## config.mk

```make
export PLATFORM = sky130hd
export DESIGN_NAME = sat_accumulator
export DESIGN_NICKNAME = d
export VERILOG_FILES = /design/src/rtl/sat_acc_pkg.sv /design/src/rtl/sat_add.sv /design/src/rtl/sat_accumulator.sv
export SDC_FILE = /design/constraint.sdc
export NUM_CORES = 1
export LEC_CHECK = 0
export CELL_PAD_IN_SITES_DETAIL_PLACEMENT = 1
export CELL_PAD_IN_SITES_GLOBAL_PLACEMENT = 1
export CORE_UTILIZATION = 39
export DETAILED_ROUTE_END_ITERATION = 8
export PLACE_DENSITY = 0.91
export RECOVER_POWER = 100
export SYNTH_ARGS = -nofsm -noshare
export SYNTH_HDL_FRONTEND = slang
export SYNTH_SLANG_ARGS = --single-unit
```

## constraint.sdc

```tcl
create_clock -name clk -period 2.89 [get_ports clk]
set_input_delay 0.289 -clock clk [delete_from_list [all_inputs] [get_ports clk]]
set_output_delay 0.289 -clock clk [all_outputs]
set_load 0.02 [all_outputs]
```

## src/rtl/sat_acc_pkg.sv

```systemverilog
// sat_acc_pkg: shared FSM state type and saturation limit helpers for sat_accumulator
package sat_acc_pkg;
    typedef enum logic {ST_ACC, ST_OUT} state_t;

    // Largest representable value of a w-bit number, signed or unsigned
    function automatic logic [63:0] max_val(input int w, input bit s);
        return s ? (64'd1 << (w - 1)) - 64'd1 : (64'd1 << w) - 64'd1;
    endfunction

    // Smallest representable value of a w-bit number, signed or unsigned
    function automatic logic [63:0] min_val(input int w, input bit s);
        return s ? ~64'd0 << (w - 1) : 64'd0;
    endfunction
endpackage

```

## src/rtl/sat_add.sv

```systemverilog
// sat_add: combinational extend, add, overflow detect and clamp
//   acc_in  - current accumulator value (ACC_W)
//   data_in - new sample (IN_W)
//   sum_out - next accumulator value, clamped or wrapped (ACC_W)
//   ovf_out - the addition overflowed the accumulator range
module sat_add
    import sat_acc_pkg::*;
#(
    parameter int IN_W     = 8,
    parameter int ACC_W    = 16,
    parameter int SIGNED   = 1,
    parameter int SATURATE = 1
) (
    input  logic [ACC_W-1:0] acc_in,
    input  logic [IN_W-1:0]  data_in,
    output logic [ACC_W-1:0] sum_out,
    output logic             ovf_out
);
    localparam logic [ACC_W-1:0] MAXV = ACC_W'(max_val(ACC_W, SIGNED != 0));
    localparam logic [ACC_W-1:0] MINV = ACC_W'(min_val(ACC_W, SIGNED != 0));

    logic             fill;
    logic [ACC_W:0]   ext;
    logic [ACC_W:0]   sum;
    logic [ACC_W-1:0] clamp;

    // One guard bit above ACC_W exposes the carry/sign-overflow of the add
    assign fill    = (SIGNED != 0) ? data_in[IN_W-1] : 1'b0;
    assign ext     = {{(ACC_W + 1 - IN_W){fill}}, data_in};
    assign sum     = {(SIGNED != 0) ? acc_in[ACC_W-1] : 1'b0, acc_in} + ext;
    assign ovf_out = (SIGNED != 0) ? sum[ACC_W] ^ sum[ACC_W-1] : sum[ACC_W];
    // A signed overflow always goes in the direction of the sample's sign
    assign clamp   = (SIGNED != 0 && ext[ACC_W]) ? MINV : MAXV;
    assign sum_out = (ovf_out && SATURATE != 0) ? clamp : sum[ACC_W-1:0];
endmodule

```

## src/rtl/sat_accumulator.sv

```systemverilog
// sat_accumulator: frame accumulator with saturate/wrap and valid/ready result output
//   clk, rst_n          - clock, synchronous active-low reset
//   clear               - synchronous frame flush, beats both handshakes
//   cfg_len             - samples per frame (0 means 1), latched on first sample
//   s_valid/s_ready/s_data         - sample input stream
//   m_valid/m_ready/m_data/m_count/m_ovf - per-frame result stream
module sat_accumulator
    import sat_acc_pkg::*;
#(
    parameter int IN_W     = 8,
    parameter int ACC_W    = 16,
    parameter int CNT_W    = 8,
    parameter int SIGNED   = 1,
    parameter int SATURATE = 1
) (
    input  logic             clk,
    input  logic             rst_n,
    input  logic             clear,
    input  logic [CNT_W-1:0] cfg_len,
    input  logic             s_valid,
    output logic             s_ready,
    input  logic [IN_W-1:0]  s_data,
    output logic             m_valid,
    input  logic             m_ready,
    output logic [ACC_W-1:0] m_data,
    output logic [CNT_W-1:0] m_count,
    output logic             m_ovf
);
    state_t           state, state_d;
    logic [ACC_W-1:0] acc, acc_sum;
    logic [CNT_W-1:0] count, count_inc, len_q, len_src, len_eff;
    logic             ovf, add_ovf, s_hs, m_hs, last;

    sat_add #(
        .IN_W    (IN_W),
        .ACC_W   (ACC_W),
        .SIGNED  (SIGNED),
        .SATURATE(SATURATE)
    ) u_add (
        .acc_in (acc),
        .data_in(s_data),
        .sum_out(acc_sum),
        .ovf_out(add_ovf)
    );

    assign s_ready   = (state == ST_ACC);
    assign m_valid   = (state == ST_OUT);
    assign s_hs      = s_valid && s_ready;
    assign m_hs      = m_valid && m_ready;
    assign m_data    = acc;
    assign m_count   = count;
    assign m_ovf     = ovf;
    // On the first sample len_q is not yet loaded, so use cfg_len directly
    assign len_src   = (count == '0) ? cfg_len : len_q;
    assign len_eff   = (len_src == '0) ? CNT_W'(1) : len_src;
    assign count_inc = count + CNT_W'(1);
    assign last      = (count_inc == len_eff);

    always_comb begin
        state_d = state;
        if (clear)
            state_d = ST_ACC;
        else if (s_hs && last)
            state_d = ST_OUT;
        else if (m_hs)
            state_d = ST_ACC;
    end

    always_ff @(posedge clk) begin
        if (!rst_n)
            state <= ST_ACC;
        else
            state <= state_d;
    end

    always_ff @(posedge clk) begin
        if (!rst_n) begin
            acc   <= '0;
            count <= '0;
            ovf   <= 1'b0;
            len_q <= '0;
        end else if (clear || m_hs) begin
            acc   <= '0;
            count <= '0;
            ovf   <= 1'b0;
        end else if (s_hs) begin
            acc   <= acc_sum;
            count <= count_inc;
            ovf   <= ovf | add_ovf;
            if (count == '0)
                len_q <= cfg_len;
        end
    end
endmodule

```

==> flow_summary.ini <==
[run_status]
status = finished, final reports clean

[setup_path]
worst_setup_path_start_kind = primary input
worstPathRequired_ns = 3.09
worstPathArrival_ns = 2.92
cp-startpoint = s_data[0]
r2r_setup_slack_ns = 0.26
endpoint_kind = flip-flop
r2r_start = m_data[0]
crit_end = m_data[11]
r2r_cells = 11
r2r_end = m_data[11]
path_class = in2reg
critPathMaxFanout = 7

[cells_and_area]
fin_nets = 386
fillers = 716
diodes = 0
area_growth_pct = 29.9
stdcell_count = 422
layout-drive-gt1-share_pct = 12.7

[drt]
vias = 2301
routed_wirelength_um = 7400
drc = 0
antenna_left = 0
via_per_inst = 5.45
drt_iter0_drc = 62
wl_per_cell_um = 17.5
drtPass1Iterations = 4

[die]
die-area_mm2 = 0.00668
rows = 28
die_x_um = 81.7
die_h_um = 81.7
core_area_mm2 = 0.00603
io_pins = 48
start_util_pct = 41.2

[clock_tree]
clk_pin_slew_worst_paths_ns = 0.08
numClockSinks = 34
cts_tree = built
clockBufferDepth = 2
cts_resized = 0
cts_buffers = 5
cts_hold_buf = 0
insertion_delay_ns = 0.30
cts_root_buf = clkbuf_8
htree_levels = 2
post-cts-setup-buffers = 0

[global_routing]
grt_max_degree = 16
grt_pass1_vias = 2373
gr-usage-met3_pct = 3.67
grt_pass1_wl_um = 11600
top_usage_layer = met2
grt_util_met1_pct = 26.7
grt-ovfl-total = 0
antenna_found_initial = 0
use_met2_pct = 41.2
grtUsageTotal_pct = 22.7

[power_and_ir_drop]
power.switching_w = 0.000419
switching_share_pct = 31.2
p_per_area_mw_per_mm2 = 417
peakVddDrop_v = 0.000287
power.share.sequential_pct = 37.8
p_int_w = 0.000924
p_leak_nw = 1.38
p_clk_share_pct = 32.9
pwr-share-comb_pct = 29.2

[synthesis]
ys_warn_count = 0
synthesis.nets = 320
synth_edf_count = 0
synthDistinctLibCells = 51
ys_seq_area_share_pct = 27.4
synth_ff_type = dfxtp_1
synthDominantCellAreaShare_pct = 27.4
synth_cells = 280
mappedNetlistArea_mm2 = 0.00248
ys_seq_elements = 34
synth_area_leaders = dfxtp_1, ha_1, mux2i_1, xnor2_1, xor2_1
syn_area_per_cell_um2 = 8.86
synth-async-reset-ratio_pct = 0
synth_top_area_cell = dfxtp_1

[flow_run]
maxCapViolCount = 0

[place]
dpl.cell_count = 414
dp_hpwl_um = 5680
gp_congestion = 0.855
portBuffers = 47

[timing]
max_freq_mhz = 368
min_period_ns = 2.72
fin_skew_ns = 0.00797
setup_viol = 0
finalHoldViolations = 0
fin_crit_sh_pct = 94.1
rsz0062_at_grt = false
tightestPinTransition_ns = 0.968
slew_viol_final = 0
maxSlewHeadroom_pct = 35.4
setup_tns_ns = 0

[worst_hold_path]
min_path_type = reg2reg
power by group through the flow:
stage                     clock network [W]  logic (W)  registers (W)
final                              0.000442   0.000392       0.000508
after CTS                          0.000452   0.000402       0.000509
after floorplan                           0   0.000236       0.000532
after global placement                    0   0.000376       0.000518
after global routing               0.000471   0.000425       0.000511
after detailed placement                  0   0.000397       0.000519
cells in the mapped netlist, types with 2 or more instances:
library cell / number
nor4_1: 3
nand2b_1: 3
and3_1: 2
mux2i_1: 16
o21ai_0: 6
nor3b_1: 2
buf_6: 5
clkbuf_1: 2
dfxtp_1: 34
a211oi_2: 10
nor2b_1: 12
a21o_1: 6
ha_1: 18
inv_1: 10
xor2_1: 16
a31oi_1: 2
o211ai_1: 2
nor3_1: 9
nand2_1: 13
and2_1: 2
a21oi_1: 17
a211oi_1: 4
nand4_1: 3
nand3_1: 5
o21bai_1: 3
a21o_2: 2
nor2_1: 32
xnor2_1: 18
registers in the layout, indices dropped and copies added, names as in the netlist:
register	cells
m_valid	1
len_q	8
m_data	16
m_count	8
m_ovf	1
stage by stage:
stage / util, % / setup WS (ns) / area [µm²] / hold WS (ns) / power, W
6_report: 53.5 / 0.171 / 3220 / 0.528 / 0.00134
4_1_cts: 53.7 / 0.0331 / 3240 / 0.536 / 0.00136
2_1_floorplan: - / 0.327 / 2480 / 0.405 / 0.000769
5_1_grt: 53.5 / 0.0397 / 3220 / 0.556 / 0.00141
3_3_place_gp: 51.9 / -0.118 / 3130 / 0.503 / 0.000895
3_5_place_dp: 51.9 / -0.263 / 3130 / 0.516 / 0.000916
per-layer routing:
metal  part of all wire [%]  routed length (µm)
met1                     44                3270
met2                     51                3780
met3                    2.9                 215
met4                    1.9                 140
met5                      0                   0
worst max-delay path, stage by stage:
cell and delay (ns):
clkdlybuf4s50_1 0.48, ha_1 0.17, inv_1 0.06, fa_1 0.39, nor2b_1 0.16, o31ai_1 0.11
a21o_1 0.20, o211ai_1 0.25, xor2_2 0.28, nor2_2 0.08, clkbuf_2 0.21, a211oi_1 0.25
layout by cell type (no fill, tap or decap), types with 3 or more instances in the layout:
master,count
mux2i_1,16
dfxtp_1,34
nand3_1,5
a21oi_1,17
a21o_1,6
nand2_1,13
dlygate4sd3_1,28
nand2b_1,3
clkdlybuf4s50_1,18
buf_4,17
a211oi_2,6
nor4_1,3
xor2_1,15
nor2b_1,12
o21ai_0,6
clkbuf_8,5
a211oi_1,8
xnor2_1,18
o21bai_1,3
nor2_1,32
nor3_1,9
nand4_1,3
inv_1,10
ha_1,18
worst min path at each step:
stage | start | endpoint | slack (ns) | cells past startpoint
after floorplan | m_ready | m_valid | 0.40 | 1
after global placement | m_count[1] | m_count[1] | 0.50 | 2
after detailed placement | m_ovf | m_ovf | 0.52 | 2
after CTS | m_ovf | m_ovf | 0.54 | 2
after global routing | m_data[12] | m_data[12] | 0.56 | 2
final | m_data[8] | m_data[8] | 0.53 | 2
layout make-up:
type                            instances  area, µm²  area share (%)
Sequential cell                        34        681            21.1
Timing Repair Buffer                   68        618            19.2
Clock inverter                          3       40.0            1.24
Tap cell                               75       93.8            2.91
Multi-Input combinational cell        227       1680            52.2
Clock buffer                            5       68.8            2.14
Inverter                               10       37.5            1.17
cells by family after synthesis:
group / count (synthesis) / share of synthesized area, %
flip-flops: 34 / 27.4
AO/OA/AOI/OAI: 66 / 20.9
adder cells (fa/ha/maj): 19 / 9.89
buffers and inverters: 19 / 4.59
XOR/XNOR: 34 / 12.0
AND/OR/NAND/NOR: 92 / 18.7
multiplexers: 16 / 6.46
(Power assumes the default switching activity.)
